### src/rtl/dmem_responder.sv
// rtl/dmem_responder.sv - byte-lane data memory responder with fixed response latency
module dmem_responder #(
    parameter int XLEN        = 32,
    parameter int DEPTH_WORDS = 8,
    parameter int LATENCY     = 1
) (
    input  logic            clk,
    input  logic            reset,
    input  logic            req_valid,
    output logic            req_ready,
    input  logic            req_wen,
    input  logic [XLEN-1:0] req_addr,
    input  logic [2:0]      req_width,
    input  logic [XLEN-1:0] req_wdata,
    output logic            rsp_valid,
    input  logic            rsp_ready,
    output logic [XLEN-1:0] rsp_rdata,
    output logic            rsp_err
);
    localparam int AW = (DEPTH_WORDS > 1) ? $clog2(DEPTH_WORDS) : 1;
    localparam int NB = XLEN / 8;
    localparam logic [XLEN-1:0] LIMIT = XLEN'(DEPTH_WORDS * 4);

    typedef enum logic [1:0] {IDLE, WAIT, RESP} state_t;

    state_t          state, state_next;
    logic [3:0]      cnt, cnt_next;
    logic [XLEN-1:0] mem [DEPTH_WORDS];
    logic [XLEN-1:0] rdata_q;
    logic            err_q;

    logic            accept;
    logic            err;
    logic [AW-1:0]   widx;
    logic [4:0]      shamt;
    logic [XLEN-1:0] word, shifted, store_data, load_data;
    logic [NB-1:0]   be;

    assign req_ready = reset && (state == IDLE);
    assign rsp_valid = reset && (state == RESP);
    assign rsp_rdata = rsp_valid ? rdata_q : '0;
    assign rsp_err   = rsp_valid ? err_q : 1'b0;
    assign accept    = req_valid && req_ready;

    assign widx       = req_addr[AW+1:2];
    assign shamt      = {req_addr[1:0], 3'b000};
    assign word       = mem[widx];
    assign shifted    = word >> shamt;
    assign store_data = req_wdata << shamt;

    always_comb begin
        err = 1'b0;
        if (req_addr >= LIMIT)
            err = 1'b1;
        case (req_width)
            3'b000, 3'b100: ;
            3'b001, 3'b101: if (req_addr[0]) err = 1'b1;
            3'b010:         if (req_addr[1:0] != 2'b00) err = 1'b1;
            default:        err = 1'b1;
        endcase
        if (req_wen && (req_width == 3'b100 || req_width == 3'b101))
            err = 1'b1;
    end

    always_comb begin
        be = '0;
        case (req_width)
            3'b000:  be = {{(NB-1){1'b0}}, 1'b1} << req_addr[1:0];
            3'b001:  be = {{(NB-2){1'b0}}, 2'b11} << {req_addr[1], 1'b0};
            3'b010:  be = '1;
            default: be = '0;
        endcase
    end

    always_comb begin
        load_data = '0;
        case (req_width)
            3'b000:  load_data = {{(XLEN-8){shifted[7]}}, shifted[7:0]};
            3'b100:  load_data = {{(XLEN-8){1'b0}}, shifted[7:0]};
            3'b001:  load_data = {{(XLEN-16){shifted[15]}}, shifted[15:0]};
            3'b101:  load_data = {{(XLEN-16){1'b0}}, shifted[15:0]};
            3'b010:  load_data = shifted;
            default: load_data = '0;
        endcase
    end

    // Stores commit at the acceptance edge so any later load sees them.
    always_ff @(posedge clk or negedge reset) begin
        if (!reset) begin
            for (int i = 0; i < DEPTH_WORDS; i++)
                mem[i] <= '0;
        end else if (accept && req_wen && !err) begin
            for (int b = 0; b < NB; b++)
                if (be[b])
                    mem[widx][b*8 +: 8] <= store_data[b*8 +: 8];
        end
    end

    always_ff @(posedge clk or negedge reset) begin
        if (!reset) begin
            rdata_q <= '0;
            err_q   <= 1'b0;
        end else if (accept) begin
            rdata_q <= (err || req_wen) ? '0 : load_data;
            err_q   <= err;
        end
    end

    always_ff @(posedge clk or negedge reset) begin
        if (!reset) begin
            state <= IDLE;
            cnt   <= '0;
        end else begin
            state <= state_next;
            cnt   <= cnt_next;
        end
    end

    always_comb begin
        state_next = state;
        cnt_next   = cnt;
        case (state)
            IDLE: begin
                if (accept) begin
                    if (LATENCY > 1) begin
                        state_next = WAIT;
                        cnt_next   = 4'(LATENCY - 1);
                    end else begin
                        state_next = RESP;
                    end
                end
            end
            WAIT: begin
                if (cnt == 4'd1) begin
                    state_next = RESP;
                    cnt_next   = '0;
                end else begin
                    cnt_next = cnt - 4'd1;
                end
            end
            RESP: begin
                if (rsp_ready)
                    state_next = IDLE;
            end
            default: state_next = IDLE;
        endcase
    end
endmodule

### config.mk
export PLATFORM = sky130hd
export DESIGN_NAME = dmem_responder
export DESIGN_NICKNAME = d
export VERILOG_FILES = /design/src/rtl/dmem_responder.sv
export SDC_FILE = /design/constraint.sdc
export NUM_CORES = 1
export LEC_CHECK = 0
export CAP_MARGIN = 20
export CORE_ASPECT_RATIO = 0.7
export CORE_MARGIN = 3
export CORE_UTILIZATION = 50
export DETAILED_ROUTE_END_ITERATION = 8
export GPL_ROUTABILITY_DRIVEN = 0
export PLACE_DENSITY = 0.7
export SLEW_MARGIN = 30
export SYNTH_ARGS = -nofsm -noshare
export SYNTH_HDL_FRONTEND = slang
export SYNTH_SLANG_ARGS = --single-unit
### constraint.sdc
create_clock -name clk -period 3.4 [get_ports clk]
set_input_delay 0.68 -clock clk [delete_from_list [all_inputs] [get_ports clk]]
set_output_delay 0.68 -clock clk [all_outputs]
set_load 0.05 [all_outputs]
==> results.ini, run 1 <==
[setup_path]
timing_worst_setup_path_type=in2out
worst_path_max_delay_cell=sky130_fd_sc_hd__clkdlybuf4s50_1
timing.critical_path.from_type=input port
rr_startpoint=mem[223]
worst_r2r_path_depth=6
worstReg2RegEnd=rdata_q[28]
timing.critical_path.required_ns=2.72
cp_max_fo=42
crit_chain=dlygate4sd3_1, buf_8, and3_1, clkdlybuf4s50_1
critPathMaxStageDelay_ns=0.81
arrival_ns=2.46
endpoint_kind=output pin
regToRegSetupSlack_ns=0.98

[timing]
tns_ns=0
fmax_mhz=318
setup_repair_after_global_routing_missed_its_margin=no
finalWorstPathRequiredPeriod_ns=3.14
worst_hold_margin_ns=0.476
finalClockSkew_ns=0.0188
slew_violations=0
setup_viol=0
worst_pin_slew_ns=0.899
timing.final.hold_violations=0
final_min_period_over_clock_period=0.925
maxSlewHeadroom=0.385

[final_layout]
postLayoutCellArea_um2=17000
finish.net_count=1604
share_of_layout_cells_above_drive_strength_1=0.159
num_antenna_cells=0
area_delta_synth_final_pct=20.5
final_core_utilization=0.625
fillCellCount=2298
final_cells=1914

[route]
route.detailed.wl_per_inst_um=21.2
drc_errors=0
first_pass_iters=6
drt_iter0_markers=1143
route.detailed.vias_per_inst=6.00
final_antenna_net_count=0
route.final.wire_length_um=40700
routed-via-count=11500

[global_routing]
grt_start_max_net_pins=162
antenna_violations_before_repair=0
grt_first_pass_wirelength_um=65100
grt.total_usage=0.269
overflow=0
first_global_vias=11200

[yosys]
mappedNetlistNets=1494
ys_seq_area_frac=0.513
syn_inst=1422
synth-warning-count=0
synth_seq_cells=290
synthesized_area_per_cell_um2=9.95
post_synth_instance_area_um2=14100
edff_count_synth=0
synth_async_reset_ratio=1.00
ys_types=62
synth_ff_type=sky130_fd_sc_hd__dfrtp_1

[clocking]
cts_sinks=290
tritoncts=built
clkSlewWorstSetupHoldPaths_ns=0.06
cts_root_buf=sky130_fd_sc_hd__clkbuf_16
cts_buffers=28
post_cts_setup_repair_buffer_count=0
clk_path_buf_depth=3
clock_latency_ns=0.55
cts_htree_levels=1

[place]
dp_hpwl_um=28600
dpl.cell_count=1864
dpl-instance-area_um2=16100
io_buffers=106

[die]
num_rows=50
effective_utilization_at_floorplan=0.518
die_h_um=147
io_pins=107
fp.coreArea_um2=27300
die-width_um=207
die_footprint_um2=30400

[power]
vdd_ir_drop_max_mv=0.369
static_leakage_nw=7.44
p_per_area_nw_per_um2=417

[hold_path]
whs_endpoint=mem[126]
min_path_type=reg2reg
hp-start=mem[126]
whs_path_depth=2

[status]
status=finished clean

[job]
timing.max_cap.violations=0

==> cell type report <==
class,count,area [um^2],area share
Sequential cell,290,7260,0.426
Multi-Input combinational cell,1003,6350,0.373
Inverter,28,105,0.00617
Tap cell,364,455,0.0267
Timing Repair Buffer,181,1990,0.117
Clock buffer,45,866,0.0508
Clock inverter,3,17.5,0.00103
==> critical path: cells and delay by family <==
kind | cells | cell delay (ns)
buffers and inverters | 3 | 1.58
and+or+nand+nor | 1 | 0.19
==> worst max-delay path by stage <==
stage / depth (start not counted) / from / to / slack, ns
after floorplan: 8 / reset / rdata_q[10] / 0.72
after global routing: 4 / reset / rsp_rdata[24] / 0.17
after detailed placement: 8 / req_addr[2] / rdata_q[5] / 0.30
final: 4 / reset / rsp_rdata[24] / 0.26
after global placement: 8 / req_width[1] / mem[117] / 0.36
after CTS: 4 / reset / rsp_rdata[24] / 0.22
==> layer usage <==
metal,up-vias,wire [um],track usage
met1,5618,18500,0.408
met2,498,17000,0.385
met3,74,3990,0.0724
met5,-,0,0
met4,0,1150,0.0722
li1,5298,-,-
==> report_power, final <==
| part | total, mW | leakage, nW | internal, mW | switching, mW |
|---|---|---|---|---|
| clock network | 3.02 | 0.432 | 1.73 | 1.29 |
| registers | 3.46 | 3.96 | 3.45 | 0.00606 |
| logic | 0.627 | 3.05 | 0.226 | 0.401 |
==> logic make-up (layout without fill, tap and decap cells) <==
group / after synthesis / count (layout) / share of synthesized area
multiplexers: 130 / 130 / 0.135
AND/OR/NAND/NOR: 487 / 487 / 0.155
AO/OA/AOI/OAI: 386 / 386 / 0.158
flip-flops: 290 / 290 / 0.513
buffers and inverters: 129 / 257 / 0.0381
==> metrics by stage <==
| stage | setup WS [ns] | power, mW |
|---|---|---|
| after floorplan | 0.723 | 3.82 |
| after global placement | 0.360 | 4.13 |
| after detailed placement | 0.298 | 4.14 |
| after CTS | 0.219 | 7.13 |
| after global routing | 0.174 | 7.34 |
| final | 0.256 | 7.10 |
==> synth_stat cells, types with 3 or more instances <==
library cell	count	share of area
sky130_fd_sc_hd__nor3_1	7	0.0025
sky130_fd_sc_hd__o211ai_1	3	0.0016
sky130_fd_sc_hd__or2_2	8	0.0035
sky130_fd_sc_hd__o311ai_1	7	0.0043
sky130_fd_sc_hd__and2_1	7	0.0031
sky130_fd_sc_hd__nor2b_1	12	0.0053
sky130_fd_sc_hd__mux2_2	32	0.025
sky130_fd_sc_hd__mux2i_1	51	0.036
sky130_fd_sc_hd__a211oi_1	4	0.0021
sky130_fd_sc_hd__nand2_1	309	0.082
sky130_fd_sc_hd__nand3b_1	6	0.0032
sky130_fd_sc_hd__o31ai_4	3	0.0045
sky130_fd_sc_hd__nand2b_1	4	0.0018
sky130_fd_sc_hd__a21oi_1	41	0.015
sky130_fd_sc_hd__nand3_1	11	0.0039
sky130_fd_sc_hd__a221oi_1	12	0.0074
sky130_fd_sc_hd__buf_1	5	0.0013
sky130_fd_sc_hd__mux4_2	45	0.072
sky130_fd_sc_hd__a22oi_1	9	0.0048
sky130_fd_sc_hd__o21ai_0	258	0.091
sky130_fd_sc_hd__o41ai_1	5	0.0031
sky130_fd_sc_hd__a31oi_1	4	0.0018
sky130_fd_sc_hd__nand4_1	36	0.016
sky130_fd_sc_hd__buf_4	4	0.0021
sky130_fd_sc_hd__a32oi_1	3	0.0019
sky130_fd_sc_hd__and3_1	36	0.016
sky130_fd_sc_hd__nor4_1	9	0.0040
sky130_fd_sc_hd__nor2_1	33	0.0088
sky130_fd_sc_hd__inv_1	28	0.0074
sky130_fd_sc_hd__o21ai_1	9	0.0032
sky130_fd_sc_hd__dfrtp_1	290	0.51
sky130_fd_sc_hd__clkbuf_1	70	0.019
sky130_fd_sc_hd__buf_2	20	0.0071
==> sequential cells by signal, summed over array words and instances, names as in the netlist <==
signal	count
mem	256
rdata_q	32
err_q	1
state	1
==> cell usage in the layout, fill, tap and decap left out, drive strengths merged, types with 11 or more instances in the layout <==
master / instances
mux2: 34
o21ai: 267
nand4: 36
nand2: 309
mux2i: 51
dfrtp: 290
a21oi: 41
inv: 28
clkbuf: 45
and3: 36
nand3: 11
nor2: 35
buf: 109
nor2b: 12
clkdlybuf4s50: 71
mux4: 45
a221oi: 12
==> repair_timing <==
item                      4_1_cts  5_1_grt
resized for setup               0        0
hold buffers                    1        0
hold endpoints to repair        5        0
No activity file was read; power rests on OpenSTA's default activity.
==> run 2: changes to the inputs <==
--- a/config.mk
+++ b/config.mk
@@ -8,10 +8,10 @@
 export CAP_MARGIN = 20
 export CORE_ASPECT_RATIO = 0.7
 export CORE_MARGIN = 3
-export CORE_UTILIZATION = 50
+export CORE_UTILIZATION = 59
 export DETAILED_ROUTE_END_ITERATION = 8
 export GPL_ROUTABILITY_DRIVEN = 0
-export PLACE_DENSITY = 0.7
+export PLACE_DENSITY = 0.8
 export SLEW_MARGIN = 30
 export SYNTH_ARGS = -nofsm -noshare
 export SYNTH_HDL_FRONTEND = slang
==> constraint.sdc (replaced) <==
create_clock -name clk -period 3.25 [get_ports clk]
set_input_delay 0.65 -clock clk [delete_from_list [all_inputs] [get_ports clk]]
set_output_delay 0.65 -clock clk [all_outputs]
set_load 0.05 [all_outputs]
==> results.ini, run 2 (synthesis gave the netlist of run 1 again) <==
[die]
effective_utilization_at_floorplan=0.613  ; was 0.518
die-width_um=191  ; was 207 um
fp.coreArea_um2=23100  ; was 27300 um^2
die_footprint_um2=25900  ; was 30400 um^2
die_h_um=136  ; was 147 um
io_pins=107  ; unchanged
num_rows=46  ; was 50

[timing]
maxSlewHeadroom=0.334  ; was 0.385
tns_ns=0  ; unchanged
fmax_mhz=324
worst_hold_margin_ns=0.476  ; about the same
finalWorstPathRequiredPeriod_ns=3.09
finalClockSkew_ns=0.00723  ; was 0.0188 ns
final_min_period_over_clock_period=0.950
timing.final.hold_violations=0  ; unchanged
worst_slack_ns=0.163  ; was 0.256 ns
setup_repair_after_global_routing_missed_its_margin=no  ; unchanged
slew_violations=0  ; unchanged
worst_pin_slew_ns=0.995  ; was 0.899 ns
setup_viol=0  ; unchanged

[clocking]
cts_htree_levels=1  ; unchanged
clkSlewWorstSetupHoldPaths_ns=0.06  ; about the same
cts_sinks=290  ; unchanged
tritoncts=built  ; unchanged
post_cts_setup_repair_buffer_count=0  ; unchanged
clock_latency_ns=0.54  ; was 0.55 ns
clk_path_buf_depth=3  ; unchanged
cts_root_buf=sky130_fd_sc_hd__clkbuf_16  ; unchanged
cts_buffers=28  ; unchanged

[global_routing]
grt_first_pass_wirelength_um=64300  ; was 65100 um
grt.total_usage=0.320  ; was 0.269
overflow=0  ; unchanged
antenna_violations_before_repair=2  ; was 0
grt_start_max_net_pins=78  ; was 162
first_global_vias=11400  ; was 11200

[final_layout]
area_delta_synth_final_pct=19.1  ; was 20.5%
postLayoutCellArea_um2=16800  ; was 17000 um^2
share_of_layout_cells_above_drive_strength_1=0.153  ; was 0.159
final_core_utilization=0.730  ; was 0.625
final_common_cell=sky130_fd_sc_hd__nand2_1  ; unchanged
final_cells=1874  ; was 1914
largest_registers=mem x256, rdata_q x32  ; unchanged
fillCellCount=1628  ; was 2298
number_of_flip_flops_under_the_largest_register_name=256  ; unchanged
mostFrequentLayoutCells=sky130_fd_sc_hd__nand2_1 (309), sky130_fd_sc_hd__dfrtp_1 (289), sky130_fd_sc_hd__o21ai_0 (258)  ; was sky130_fd_sc_hd__nand2_1 (309), sky130_fd_sc_hd__dfrtp_1 (290), sky130_fd_sc_hd__o21ai_0 (258)
finish.net_count=1615  ; was 1604
max_flop_register=mem  ; unchanged

[setup_path]
worst_r2r_path_depth=6  ; unchanged
timing.critical_path.required_ns=2.60  ; was 2.72 ns
timing.critical_path.from_type=input port  ; unchanged
rr_startpoint=mem[223]  ; unchanged
critPathMaxStageDelay_ns=0.83  ; was 0.81 ns
cp_max_fo=32  ; was 42
arrival_ns=2.44  ; was 2.46 ns
worst_path_max_delay_cell=sky130_fd_sc_hd__clkdlybuf4s50_1  ; unchanged
worstReg2RegEnd=rdata_q[24]  ; was rdata_q[28]
endpoint_kind=output pin  ; unchanged
timing_worst_setup_path_type=in2out  ; unchanged
regToRegSetupSlack_ns=0.82  ; was 0.98 ns
crit_chain=dlygate4sd3_1, buf_8, nor2b_1, clkdlybuf4s50_1  ; was dlygate4sd3_1, buf_8, and3_1, clkdlybuf4s50_1

[route]
routed-via-count=11800  ; was 11500
route.detailed.wl_per_inst_um=21.8  ; was 21.2 um
drc_errors=0  ; unchanged
final_antenna_net_count=0  ; unchanged
first_pass_iters=6  ; unchanged
route.detailed.vias_per_inst=6.30  ; was 6.00
route.final.wire_length_um=40800  ; was 40700 um
drt_iter0_markers=1444  ; was 1143

[place]
dpl-instance-area_um2=15900  ; was 16100 um^2
io_buffers=106  ; unchanged
dp_worst_setup_slack_ns=0.140  ; was 0.298 ns
dp_hpwl_um=28800  ; was 28600 um
dpl.cell_count=1824  ; was 1864

[power]
vdd_ir_drop_max_mv=0.356  ; was 0.369 mV
finalPower_mw=7.46  ; was 7.10 mW
p_per_area_nw_per_um2=443  ; was 417 nW/um^2
static_leakage_nw=7.39  ; was 7.44 nW

[hold_path]
whs_path_depth=2  ; unchanged
whs_endpoint=mem[42]  ; was mem[126]
hp-start=mem[42]  ; was mem[126]
min_path_type=reg2reg  ; unchanged

[status]
status=finished clean  ; unchanged

[job]
timing.max_cap.violations=0  ; unchanged

## run 2: worst max-delay path by stage
stage                     start            end  slack (ns)  depth (start not counted)
finish                    reset      req_ready        0.16                          4
global route              reset   rsp_rdata[2]        0.05                          5
CTS                    state[1]  rsp_rdata[24]        0.11                          2
detailed placement  req_addr[2]    rdata_q[27]        0.14                          9
global placement    req_addr[2]    rdata_q[30]        0.23                          8
floorplan                 reset    rdata_q[10]        0.60                          8
## run 2: what timing repair did
item	4_1_cts	5_1_grt
resized for setup	0	1
endpoints found under the hold margin	2	0
setup endpoints to repair	0	3
hold buffers	1	0
## run 2: per-layer routing
layer | global-route usage | vias up | part of all wire
li1 | - | 5327 | -
met1 | 0.467 | 5707 | 0.42
met2 | 0.480 | 674 | 0.43
met3 | 0.0835 | 98 | 0.12
met4 | 0.0912 | 2 | 0.028
met5 | 0 | - | 0.00032
## run 2: area by class of cell
class                   count  area [um^2]  share of cell area
flip-flops and latches    290         7260               0.431
multi-input cells        1003         6350               0.377
repair buffers            192         1850               0.110
clock buffers              45          856              0.0508
well taps                 312          390              0.0232
inverters                  28          105             0.00624
clock inverters             3         42.5             0.00252
diodes                      1         2.50            0.000149
## run 2: critical path: cells and delay by family
family | cells | cell delay (ns)
buffers and inverters | 3 | 1.58
AND/OR/NAND/NOR | 1 | 0.20
## run 2: power by group
group / internal [mW] / switching, mW
clock: 1.86 / 1.33
combinational: 0.231 / 0.415
sequential: 3.61 / 0.00979
==> run 3: changes to the inputs <==
--- a/config.mk
+++ b/config.mk
@@ -9,9 +9,11 @@
 export CORE_ASPECT_RATIO = 0.7
 export CORE_MARGIN = 3
 export CORE_UTILIZATION = 59
+export CTS_CLUSTER_DIAMETER = 30
+export CTS_CLUSTER_SIZE = 24
 export DETAILED_ROUTE_END_ITERATION = 8
 export GPL_ROUTABILITY_DRIVEN = 0
-export PLACE_DENSITY = 0.8
+export PLACE_DENSITY = 0.86
 export SLEW_MARGIN = 30
 export SYNTH_ARGS = -nofsm -noshare
 export SYNTH_HDL_FRONTEND = slang
==> results.ini, run 3 (synthesis gave the netlist of run 1 again) <==
[setup_path]
regToRegSetupSlack_ns=0.72  ; was 0.82 ns
worst_path_max_delay_cell=sky130_fd_sc_hd__dfrtp_1  ; was sky130_fd_sc_hd__clkdlybuf4s50_1
arrival_ns=2.42  ; was 2.44 ns
cp_max_fo=37  ; was 32
timing.critical_path.required_ns=2.60  ; about the same
critPathMaxStageDelay_ns=0.80  ; was 0.83 ns
timing_worst_setup_path_type=reg2out  ; was in2out
endpoint_kind=output pin  ; unchanged
crit_chain=and3_1, clkdlybuf4s50_1  ; was dlygate4sd3_1, buf_8, nor2b_1, clkdlybuf4s50_1
timing.critical_path.from_type=register  ; was input port

[clocking]
clkSlewWorstSetupHoldPaths_ns=0.05  ; was 0.06 ns
cts_root_buf=sky130_fd_sc_hd__clkbuf_16  ; unchanged
clk_path_buf_depth=3  ; unchanged
tritoncts=built  ; unchanged
cts_buffers=43  ; was 28
clock_latency_ns=0.53  ; was 0.54 ns
post_cts_setup_repair_buffer_count=0  ; unchanged
cts_sinks=290  ; unchanged
cts_htree_levels=2  ; was 1
cts.repair.resized=0  ; unchanged
cts_hold_repair.buffers=0  ; was 1

[die]
die_h_um=136  ; unchanged
effective_utilization_at_floorplan=0.613  ; unchanged
fp.coreArea_um2=23100  ; unchanged
die_footprint_um2=25900  ; unchanged
die-width_um=191  ; unchanged
num_rows=46  ; unchanged
io_pins=107  ; unchanged

[timing]
maxSlewHeadroom=0.476  ; was 0.334
finalClockSkew_ns=0.0193  ; was 0.00723 ns
fmax_mhz=326  ; was 324 MHz
timing.final.hold_violations=0  ; unchanged
finalWorstPathRequiredPeriod_ns=3.07  ; was 3.09 ns
setup_repair_after_global_routing_missed_its_margin=no  ; unchanged
tns_ns=0  ; unchanged
final_min_period_over_clock_period=0.945  ; was 0.950
worst_pin_slew_ns=0.766  ; was 0.995 ns
slew_violations=0  ; unchanged
setup_viol=0  ; unchanged

[final_layout]
final_common_cell=sky130_fd_sc_hd__nand2_1  ; unchanged
max_flop_register=mem  ; unchanged
finish.net_count=1628  ; was 1615
mostFrequentLayoutCells=sky130_fd_sc_hd__nand2_1 (309), sky130_fd_sc_hd__dfrtp_1 (290), sky130_fd_sc_hd__o21ai_0 (258)  ; was sky130_fd_sc_hd__nand2_1 (309), sky130_fd_sc_hd__dfrtp_1 (289), sky130_fd_sc_hd__o21ai_0 (258)
final_core_utilization=0.751  ; was 0.730
share_of_layout_cells_above_drive_strength_1=0.173  ; was 0.153
largest_registers=mem x256, rdata_q x32  ; unchanged
num_antenna_cells=0  ; was 1
area_delta_synth_final_pct=22.6  ; was 19.1%
fillCellCount=1491  ; was 1628
number_of_flip_flops_under_the_largest_register_name=256  ; unchanged

[global_routing]
grt_start_max_net_pins=187  ; was 78
grt_first_pass_wirelength_um=66800  ; was 64300 um
overflow=0  ; unchanged
first_global_vias=12100  ; was 11400
grt.total_usage=0.334  ; was 0.320
antenna_violations_before_repair=1  ; was 2

[route]
routed-via-count=12300  ; was 11800
route.detailed.wl_per_inst_um=22.4  ; was 21.8 um
first_pass_iters=6  ; unchanged
route.final.wire_length_um=42600  ; was 40800 um
final_antenna_net_count=0  ; unchanged
drt_iter0_markers=1682  ; was 1444
route.detailed.vias_per_inst=6.47  ; was 6.30
drc_errors=0  ; unchanged

[job]
timing.max_cap.violations=0  ; unchanged

[power]
p_per_area_nw_per_um2=511  ; was 443 nW/um^2
vdd_ir_drop_max_mv=0.373  ; was 0.356 mV
static_leakage_nw=7.66  ; was 7.39 nW

[place]
io_buffers=106  ; unchanged
dp_hpwl_um=28800  ; about the same

[status]
status=finished clean  ; unchanged

[hold_path]
min_path_type=in2async  ; was reg2reg

run 3: per-stage QoR:
step                setup slack (ns)  area, um^2  hold WS (ns)  cells  total power, mW
floorplan                      0.603       14100         0.354   1422             3.99
detailed placement             0.210       15900         0.465   1822             4.32
CTS                            0.181       17300       0.00238   1899             8.86
global placement               0.309       15900         0.453   1822             4.31
finish                         0.179       17300       0.00340   1900             8.86
global route                 0.00838       17300        0.0289   1900             9.08
run 3: cell type report:
cell class / instances / area [um^2] / area share
Clock inverter: 20 / 199 / 0.0115
Sequential cell: 290 / 7260 / 0.418
Multi-Input combinational cell: 1003 / 6350 / 0.366
Clock buffer: 57 / 1250 / 0.0721
Timing Repair Buffer: 190 / 1790 / 0.103
Tap cell: 312 / 390 / 0.0225
Inverter: 28 / 105 / 0.00606
run 3: final timing paths:
kind	start	end	depth (start not counted)
max in group asynchronous	reset	mem[76]	3
hold / removal	reset	state[1]	1
min in group clk	mem[3]	mem[3]	2
setup reg to reg	state[1]	rdata_q[9]	6
hold reg to reg	mem[3]	mem[3]	2
setup / recovery	state[1]	rsp_err	2
run 3: worst max-delay path, delay by kind of cell (launching register included):
kind	cells	cell delay (ns)
buffers and inverters	1	0.80
flip-flops	1	0.80
AND/OR/NAND/NOR	1	0.28
run 3: power by group:
part	internal [mW]	switching (mW)	total [mW]	leakage, nW
sequential	3.61	0.00910	3.62	3.96
clock	2.83	1.74	4.58	0.707
combinational	0.235	0.422	0.657	2.99
total	6.68	2.17	8.86	7.66
run 3: routing by layer:
metal | global-route usage | routed length [um] | share of wire | up-vias
met2 | 0.512 | 19000 | 0.45 | 805
li1 | - | - | - | 5381
met5 | 0 | 17 | 0.00040 | -
met4 | 0.122 | 1400 | 0.033 | 2
met3 | 0.101 | 5740 | 0.13 | 115
met1 | 0.457 | 16400 | 0.39 | 5984
